`src/rtl/apb_pkg.sv`:
```
// ----------------------------------------------------------------------------
// apb_pkg
// Shared definitions for the APB requester bridge:
//   - apb_req_state_t : bridge FSM states (IDLE, SETUP, ACCESS, RESP), encoded
//                       through plain localparam constants so that older code
//                       comparing against raw 2-bit values keeps working.
//   - PPROT_*         : pprot bit masks (privileged, non-secure, instruction).
//   - is_busy()       : true whenever a transfer or its response is in flight.
// ----------------------------------------------------------------------------
package apb_pkg;

    localparam logic [1:0] ST_IDLE   = 2'd0;
    localparam logic [1:0] ST_SETUP  = 2'd1;
    localparam logic [1:0] ST_ACCESS = 2'd2;
    localparam logic [1:0] ST_RESP   = 2'd3;

    typedef enum logic [1:0] {
        S_IDLE   = ST_IDLE,
        S_SETUP  = ST_SETUP,
        S_ACCESS = ST_ACCESS,
        S_RESP   = ST_RESP
    } apb_req_state_t;

    localparam logic [2:0] PPROT_PRIV      = 3'b001;
    localparam logic [2:0] PPROT_NONSECURE = 3'b010;
    localparam logic [2:0] PPROT_INSN      = 3'b100;

    function automatic logic is_busy(input apb_req_state_t s);
        return s != S_IDLE;
    endfunction

endpackage

```
`src/rtl/apb_requester_bridge_if.sv`:
```
// ----------------------------------------------------------------------------
// apb_if
// APB4/APB5 bus bundle between one requester and one completer.
// Interface ports : pclk, preset_n (the bus clock and reset, shared with the
//                   requester's own clock/reset).
// Requester drives: paddr, psel, penable, pwrite, pwdata, pstrb, pprot,
//                   pwakeup, pauser, pwuser.
// Completer drives: prdata, pready, pslverr, pruser, pbuser.
// Modports        : requester, completer.
// ----------------------------------------------------------------------------
interface apb_if #(
    parameter int ADDR_WIDTH = 16,
    parameter int DATA_WIDTH = 32
) (
    input logic pclk,
    input logic preset_n
);
    logic [ADDR_WIDTH-1:0]   paddr;
    logic                    psel;
    logic                    penable;
    logic                    pwrite;
    logic [DATA_WIDTH-1:0]   pwdata;
    logic [DATA_WIDTH/8-1:0] pstrb;
    logic [2:0]              pprot;
    logic                    pwakeup;
    logic                    pauser;
    logic                    pwuser;
    logic [DATA_WIDTH-1:0]   prdata;
    logic                    pready;
    logic                    pslverr;
    logic                    pruser;
    logic                    pbuser;

    modport requester (
        input  pclk, preset_n, prdata, pready, pslverr, pruser, pbuser,
        output paddr, psel, penable, pwrite, pwdata, pstrb, pprot,
               pwakeup, pauser, pwuser
    );

    modport completer (
        input  pclk, preset_n, paddr, psel, penable, pwrite, pwdata, pstrb,
               pprot, pwakeup, pauser, pwuser,
        output prdata, pready, pslverr, pruser, pbuser
    );
endinterface

```
`src/rtl/apb_requester_bridge_watchdog.sv`:
```
// ----------------------------------------------------------------------------
// apb_watchdog_counter
// Counts ACCESS-phase wait cycles and flags the cycle on which the limit is
// reached. Only instantiated when APB_REQUESTER_TIMEOUT_EN is defined.
// Ports:
//   clk       : clock
//   srst_n    : synchronous active-low reset
//   i_clear   : restart the count (asserted the cycle before ACCESS begins)
//   i_tick    : one more ACCESS cycle without pready
//   o_expired : this tick is the LIMIT-th one; abort the transfer
// ----------------------------------------------------------------------------
module apb_watchdog_counter #(
    parameter int LIMIT = 255
) (
    input  logic clk,
    input  logic srst_n,
    input  logic i_clear,
    input  logic i_tick,
    output logic o_expired
);
    logic [15:0] r_count;

    always_ff @(posedge clk) begin
        if (!srst_n) begin
            r_count <= '0;
        end else if (i_clear) begin
            r_count <= '0;
        end else if (i_tick) begin
            r_count <= r_count + 16'd1;
        end
    end

    // r_count holds the wait cycles already seen, so the current tick is the
    // LIMIT-th one when r_count equals LIMIT-1.
    assign o_expired = i_tick && (r_count == 16'(LIMIT - 1));
endmodule

```
`src/rtl/apb_requester_bridge.sv`:
```
// ----------------------------------------------------------------------------
// apb_requester_bridge
// Turns a valid/ready command into a single APB transfer and returns the
// result on a valid/ready response channel. One transfer in flight at a time.
// Optional macro: APB_REQUESTER_TIMEOUT_EN -- abort ACCESS after
// TIMEOUT_CYCLES cycles without pready (response flagged as error).
// Ports:
//   pclk, preset_n          : clock, synchronous active-low reset
//   cmd_valid / cmd_ready   : command handshake (ready only in IDLE)
//   cmd_write, cmd_addr, cmd_wdata, cmd_strb, cmd_prot : command fields
//   rsp_valid / rsp_ready   : response handshake
//   rsp_rdata, rsp_err      : read data (0 for writes/aborts), error flag
//   apb                     : APB bus, requester side
// ----------------------------------------------------------------------------
module apb_requester_bridge
    import apb_pkg::*;
#(
    parameter int DATA_WIDTH     = 32,
    parameter int ADDR_WIDTH     = 16,
    parameter int TIMEOUT_CYCLES = 255
) (
    input  logic                    pclk,
    input  logic                    preset_n,
    input  logic                    cmd_valid,
    output logic                    cmd_ready,
    input  logic                    cmd_write,
    input  logic [ADDR_WIDTH-1:0]   cmd_addr,
    input  logic [DATA_WIDTH-1:0]   cmd_wdata,
    input  logic [DATA_WIDTH/8-1:0] cmd_strb,
    input  logic [2:0]              cmd_prot,
    output logic                    rsp_valid,
    input  logic                    rsp_ready,
    output logic [DATA_WIDTH-1:0]   rsp_rdata,
    output logic                    rsp_err,
    apb_if.requester                apb
);
    localparam int STRB_WIDTH = DATA_WIDTH / 8;

    apb_req_state_t          r_state;
    apb_req_state_t          w_state_next;
    logic [ADDR_WIDTH-1:0]   r_addr;
    logic                    r_write;
    logic [DATA_WIDTH-1:0]   r_wdata;
    logic [STRB_WIDTH-1:0]   r_strb;
    logic [2:0]              r_prot;
    logic [DATA_WIDTH-1:0]   r_rdata;
    logic                    r_err;
    logic                    w_accept;
    logic                    w_done;
    logic                    w_timeout;

`ifdef APB_REQUESTER_TIMEOUT_EN
    apb_watchdog_counter #(
        .LIMIT (TIMEOUT_CYCLES)
    ) u_watchdog (
        .clk       (pclk),
        .srst_n    (preset_n),
        .i_clear   (r_state == S_SETUP),
        .i_tick    ((r_state == S_ACCESS) && !apb.pready),
        .o_expired (w_timeout)
    );
`else
    assign w_timeout = 1'b0;
`endif

    // Completer and user sideband inputs this bridge never consumes.
    logic w_unused_inputs;
    assign w_unused_inputs = ^{apb.pruser, apb.pbuser, apb.pclk, apb.preset_n,
                               16'(TIMEOUT_CYCLES)};

    // Gating with preset_n keeps the handshake closed during reset even
    // though the state register only settles at the reset edge.
    assign cmd_ready = preset_n && (r_state == S_IDLE);
    assign w_accept  = cmd_valid && cmd_ready;
    // pready wins over a timeout on the same cycle (w_timeout needs !pready).
    assign w_done    = (r_state == S_ACCESS) && apb.pready;

    always_comb begin
        w_state_next = r_state;
        case (r_state)
            S_IDLE:   if (w_accept)            w_state_next = S_SETUP;
            S_SETUP:                           w_state_next = S_ACCESS;
            S_ACCESS: if (w_done || w_timeout) w_state_next = S_RESP;
            S_RESP:   if (rsp_ready)           w_state_next = S_IDLE;
            default:                           w_state_next = S_IDLE;
        endcase
    end

    always_ff @(posedge pclk) begin
        if (!preset_n) begin
            r_state <= S_IDLE;
            r_addr  <= '0;
            r_write <= 1'b0;
            r_wdata <= '0;
            r_strb  <= '0;
            r_prot  <= '0;
            r_rdata <= '0;
            r_err   <= 1'b0;
        end else begin
            r_state <= w_state_next;
            if (w_accept) begin
                r_addr  <= cmd_addr;
                r_write <= cmd_write;
                // Reads put zero on pwdata/pstrb, so mask at capture time.
                r_wdata <= cmd_write ? cmd_wdata : '0;
                r_strb  <= cmd_write ? cmd_strb  : '0;
                r_prot  <= cmd_prot;
            end
            if (w_done) begin
                r_rdata <= r_write ? '0 : apb.prdata;
                r_err   <= apb.pslverr;
            end else if (w_timeout) begin
                r_rdata <= '0;
                r_err   <= 1'b1;
            end
        end
    end

    assign apb.psel    = (r_state == S_SETUP) || (r_state == S_ACCESS);
    assign apb.penable = (r_state == S_ACCESS);
    assign apb.paddr   = r_addr;
    assign apb.pwrite  = r_write;
    assign apb.pwdata  = r_wdata;
    assign apb.pstrb   = r_strb;
    assign apb.pprot   = r_prot;
    assign apb.pwakeup = preset_n && (is_busy(r_state) || cmd_valid);
    assign apb.pauser  = 1'b0;
    assign apb.pwuser  = 1'b0;

    assign rsp_valid = (r_state == S_RESP);
    assign rsp_rdata = r_rdata;
    assign rsp_err   = r_err;
endmodule

```
`src/flat_wrapper.sv`:
```
// flat-port wrapper written by rule: the top's interface ports become plain ports
module apb_requester_bridge_flat import apb_pkg::*;
#(
    parameter int DATA_WIDTH     = 32,
    parameter int ADDR_WIDTH     = 16,
    parameter int TIMEOUT_CYCLES = 255
)
  (pclk, preset_n, cmd_valid, cmd_ready, cmd_write, cmd_addr, cmd_wdata, cmd_strb, cmd_prot, rsp_valid, rsp_ready, rsp_rdata, rsp_err, apb_prdata, apb_pready, apb_pslverr, apb_pruser, apb_pbuser, apb_paddr, apb_psel, apb_penable, apb_pwrite, apb_pwdata, apb_pstrb, apb_pprot, apb_pwakeup, apb_pauser, apb_pwuser);
  apb_if #(.ADDR_WIDTH(ADDR_WIDTH), .DATA_WIDTH(DATA_WIDTH)) apb_i (.pclk(pclk), .preset_n(preset_n));
  input  logic pclk;
  input  logic preset_n;
  input  logic cmd_valid;
  output logic cmd_ready;
  input  logic cmd_write;
  input  logic [ADDR_WIDTH-1:0] cmd_addr;
  input  logic [DATA_WIDTH-1:0] cmd_wdata;
  input  logic [DATA_WIDTH/8-1:0] cmd_strb;
  input  logic [2:0] cmd_prot;
  output logic rsp_valid;
  input  logic rsp_ready;
  output logic [DATA_WIDTH-1:0] rsp_rdata;
  output logic rsp_err;
  input wire logic [$bits(apb_i.prdata)-1:0] apb_prdata;
  input wire logic [$bits(apb_i.pready)-1:0] apb_pready;
  input wire logic [$bits(apb_i.pslverr)-1:0] apb_pslverr;
  input wire logic [$bits(apb_i.pruser)-1:0] apb_pruser;
  input wire logic [$bits(apb_i.pbuser)-1:0] apb_pbuser;
  output wire logic [$bits(apb_i.paddr)-1:0] apb_paddr;
  output wire logic [$bits(apb_i.psel)-1:0] apb_psel;
  output wire logic [$bits(apb_i.penable)-1:0] apb_penable;
  output wire logic [$bits(apb_i.pwrite)-1:0] apb_pwrite;
  output wire logic [$bits(apb_i.pwdata)-1:0] apb_pwdata;
  output wire logic [$bits(apb_i.pstrb)-1:0] apb_pstrb;
  output wire logic [$bits(apb_i.pprot)-1:0] apb_pprot;
  output wire logic [$bits(apb_i.pwakeup)-1:0] apb_pwakeup;
  output wire logic [$bits(apb_i.pauser)-1:0] apb_pauser;
  output wire logic [$bits(apb_i.pwuser)-1:0] apb_pwuser;
  assign apb_i.prdata = apb_prdata;
  assign apb_i.pready = apb_pready;
  assign apb_i.pslverr = apb_pslverr;
  assign apb_i.pruser = apb_pruser;
  assign apb_i.pbuser = apb_pbuser;
  assign apb_paddr = apb_i.paddr;
  assign apb_psel = apb_i.psel;
  assign apb_penable = apb_i.penable;
  assign apb_pwrite = apb_i.pwrite;
  assign apb_pwdata = apb_i.pwdata;
  assign apb_pstrb = apb_i.pstrb;
  assign apb_pprot = apb_i.pprot;
  assign apb_pwakeup = apb_i.pwakeup;
  assign apb_pauser = apb_i.pauser;
  assign apb_pwuser = apb_i.pwuser;
  apb_requester_bridge #(.DATA_WIDTH(DATA_WIDTH), .ADDR_WIDTH(ADDR_WIDTH), .TIMEOUT_CYCLES(TIMEOUT_CYCLES)) u_core (.pclk(pclk), .preset_n(preset_n), .cmd_valid(cmd_valid), .cmd_ready(cmd_ready), .cmd_write(cmd_write), .cmd_addr(cmd_addr), .cmd_wdata(cmd_wdata), .cmd_strb(cmd_strb), .cmd_prot(cmd_prot), .rsp_valid(rsp_valid), .rsp_ready(rsp_ready), .rsp_rdata(rsp_rdata), .rsp_err(rsp_err), .apb(apb_i));
endmodule
```
`config.mk`:
```
export PLATFORM = sky130hd
export DESIGN_NAME = apb_requester_bridge_flat
export DESIGN_NICKNAME = d
export VERILOG_FILES = /design/src/rtl/apb_pkg.sv /design/src/rtl/apb_requester_bridge_if.sv /design/src/rtl/apb_requester_bridge_watchdog.sv /design/src/rtl/apb_requester_bridge.sv /design/src/flat_wrapper.sv
export SDC_FILE = /design/constraint.sdc
export NUM_CORES = 1
export LEC_CHECK = 0
export ABC_AREA = 1
export CAP_MARGIN = 20
export CORE_MARGIN = 2
export CORE_UTILIZATION = 41
export DETAILED_ROUTE_END_ITERATION = 10
export PLACE_DENSITY = 0.93
export SLEW_MARGIN = 20
export SYNTH_ARGS = -nofsm -noshare
export SYNTH_HDL_FRONTEND = slang
export SYNTH_HIERARCHICAL = 1
export SYNTH_SLANG_ARGS = --single-unit
```
`constraint.sdc`:
```
create_clock -name pclk -period 3.8 [get_ports pclk]
set_input_delay 0.76 -clock pclk [delete_from_list [all_inputs] [get_ports pclk]]
set_output_delay 0.76 -clock pclk [all_outputs]
set_load 0.02 [all_outputs]
```
==> reports/metrics.json <==
{
  "status": {
    "outcome": "finished, final reports clean"
  },
  "global_route": {
    "grt_antenna_before_repair": 0,
    "pin_count_of_the_biggest_net_entering_global_routing": 70,
    "global_route.usage.total_pct": 21.0,
    "first_pass_grt_wire_length_mm": 14.9,
    "grt_overflow_total": 0,
    "first_global_vias": 3277
  },
  "synthesis": {
    "syn-cell-area_um2": 3390,
    "synth_cell_types": 18,
    "ys_warn_count": 6,
    "postSynthCellCount": 429,
    "synth_top_cell_by_area": "dfxtp_1",
    "synth_area_per_cell_um2": 7.91,
    "yosysSeqAreaShare_pct": 53.7,
    "synthTopCellsByArea": "dfxtp_1 (54%), nand2_1 (15%), nand3_1 (11%), a21oi_1 (10%), clkbuf_1 (1.8%)",
    "yosysTopAreaCellShare_pct": 53.7,
    "number_of_synthesized_register_bits": 91
  },
  "setup_path": {
    "timing.setup.critical_path_class": "input port to primary output",
    "top_fanout_value_on_the_critical_path": 24,
    "worstSetupStartpointType": "input port",
    "critical_path.max_stage_delay_ns": 0.59,
    "critPathSlowestCell": "clkdlybuf4s50_1",
    "cp_data_arrival_time_ns": 2.34,
    "cpMostUsedCell": "clkdlybuf4s50_1",
    "crit_path_cell_trace": "clkdlybuf4s50_1 -> buf_4 -> nand2_1 -> inv_1 -> clkdlybuf4s50_1",
    "worstPathRequired_ns": 3.04,
    "crit_family": "buffers and inverters",
    "cp_num_buf_inv": 4,
    "worstSetupEndpointType": "primary output"
  },
  "clocking": {
    "tritoncts": "yes",
    "clock_sink_count": 91,
    "cts-htree-levels": 3,
    "path_clk_slew_ns": 0.07,
    "cts.path.max_buffers": 2,
    "holdBufCountCts": 0,
    "numCtsBuffers": 9,
    "cts_root_buffer": "clkbuf_8",
    "clkLatencyLatePin_ns": 0.34,
    "post_cts.resized_instances": 0,
    "cts_setup_buffers": 0
  },
  "floorplan": {
    "initial_utilization_pct": 41.7,
    "std_cell_rows": 33,
    "floorplan.die.height_um": 95.0,
    "die-area_um2": 9020,
    "dieWidth_um": 95.0,
    "floorplan.core_area_um2": 8130,
    "boundaryPins": 192
  },
  "sta": {
    "worst_slew_margin_rel_pct": 35.2,
    "grt_setup_unrepaired": "false",
    "fin_worst_skew_ns": 0.00930,
    "final_period_minus_worst_setup_slack_ns": 3.10,
    "final_min_period_over_clock_period_pct": 81.5,
    "final_max_slew_viol_count": 0,
    "max_freq_ghz": 0.323,
    "number_of_failing_hold_endpoints_at_the_final_stage": 0,
    "setup_viol_count_final": 0,
    "final.hold.worst_slack_ns": 0.467,
    "fin_tns_setup_ns": 0,
    "worst_pin_slew_ns": 0.971
  },
  "routing": {
    "drt_iter0_markers": 120,
    "detail_route.vias_per_cell": 4.93,
    "route.detailed.wl_per_inst_um": 13.9,
    "ant_nets": 0,
    "drc_errors": 0,
    "drt_first_pass_iters": 4,
    "drt-total-wl_mm": 9.86,
    "num_vias": 3487
  },
  "final_layout": {
    "nNetsFinal": 700,
    "fraction_of_layout_cells_with_a_size_suffix_above_1_pct": 3.48,
    "finish.utilization_pct": 66.5,
    "mostFrequentLayoutCells": "clkdlybuf4s50_1 (187), nand2_1 (132), dfxtp_1 (91)",
    "mostFrequentLayoutCell": "clkdlybuf4s50_1",
    "insertedDiodeCount": 0,
    "areaGrowthSynthToFinish_pct": 59.5,
    "final.fill_count": 644
  },
  "placement": {
    "gp_routability_congestion": 0.767,
    "io_buffer_count": 187,
    "dp.final_hpwl_mm": 7.19
  },
  "flow_run": {
    "maxCapViolCount": 0
  },
  "worst_hold_path": {
    "holdCritPathClass": "register to register"
  },
  "power_and_ir_drop": {
    "ir_worst_vdd_mv": 0.217,
    "power.leakage_nw": 2.01,
    "powerDensity_nw_per_um2": 467
  }
}
==> final timing paths <==
check / startpoint / slack (ns) / to / cells after the start
worst max-delay path: preset_n / 0.70 / cmd_ready / 5
worst min-delay path: u_core/apb.paddr[9]$_SDFFE_PN0P_ / 0.47 / u_core/apb.paddr[9]$_SDFFE_PN0P_ / 2
worst max register to register: u_core/r_state[0]$_SDFFE_PN0P_ / 1.86 / u_core/rsp_rdata[31]$_SDFFE_PN0P_ / 6
worst min register to register: u_core/apb.paddr[9]$_SDFFE_PN0P_ / 0.47 / u_core/apb.paddr[9]$_SDFFE_PN0P_ / 2
==> final cells by class <==
class                   instances  area, um2  area share [%]
repair buffers                193       1920            35.4
flip-flops and latches         91       1820            33.7
multi-input cells             292       1340            24.8
clock buffers                  11        131            2.43
well taps                     105        131            2.43
inverters                      13       48.8           0.902
clock inverters                 3       17.5           0.324
==> per-layer routing <==
metal	global-route usage [%]	part of all wire [%]
met5	0	0
met4	7.97	2.2
met3	6.54	9.3
met2	38.7	51
met1	22.2	37
==> cells in the mapped netlist (all sizes together) <==
cell    instances
a21oi          70
inv            13
nand3          73
buf            18
a21boi          1
nand2         132
ha              4
o21ai           1
nor2            9
clkbuf         16
dfxtp          91
conb            1
==> sequential cells by signal, summed over array words and instances, names as in the netlist <==
register and flops:
u_core/r_state 2, u_core/rsp_rdata 32, u_core/apb.pprot 3, u_core/apb.pwdata 32, u_core/apb.pwrite 1, u_core/apb.pstrb 4
u_core/apb.paddr 16, u_core/rsp_err 1
==> worst min-delay path: cells and delay by family, from the launching register on <==
| family | cells | cell delay (ns) |
|---|---|---|
| flops | 1 | 0.31 |
| simple gates | 2 | 0.11 |
==> power by group <==
group / internal (mW) / switching [mW] / total, mW / leakage, nW
Combinational: 0.397 / 0.469 / 0.866 / 1.19
Clock: 0.229 / 0.307 / 0.537 / 0.0750
Sequential: 1.07 / 0.0604 / 1.13 / 0.739
Total: 1.69 / 0.837 / 2.53 / 2.01
==> cell families after synthesis <==
| kind of cell | count (synthesis) | share of synthesized area [%] |
|---|---|---|
| buf+inv | 47 | 6.79 |
| fa+ha+maj | 4 | 1.48 |
| compound gates | 72 | 10.7 |
| simple gates | 214 | 27.2 |
| other cells | 1 | 0.111 |
| flops | 91 | 53.7 |
==> metrics by stage <==
| stage | std cells | total power [mW] | area, um2 | worst slack [ns] |
|---|---|---|---|---|
| global placement | 694 | 1.99 | 5260 | 0.677 |
| detailed placement | 694 | 2.02 | 5260 | 0.681 |
| finish | 708 | 2.53 | 5410 | 0.704 |
| floorplan | 430 | 1.61 | 3400 | 1.54 |
| global route | 708 | 2.67 | 5410 | 0.574 |
| CTS | 708 | 2.56 | 5410 | 0.677 |
(Power assumes the default switching activity.)
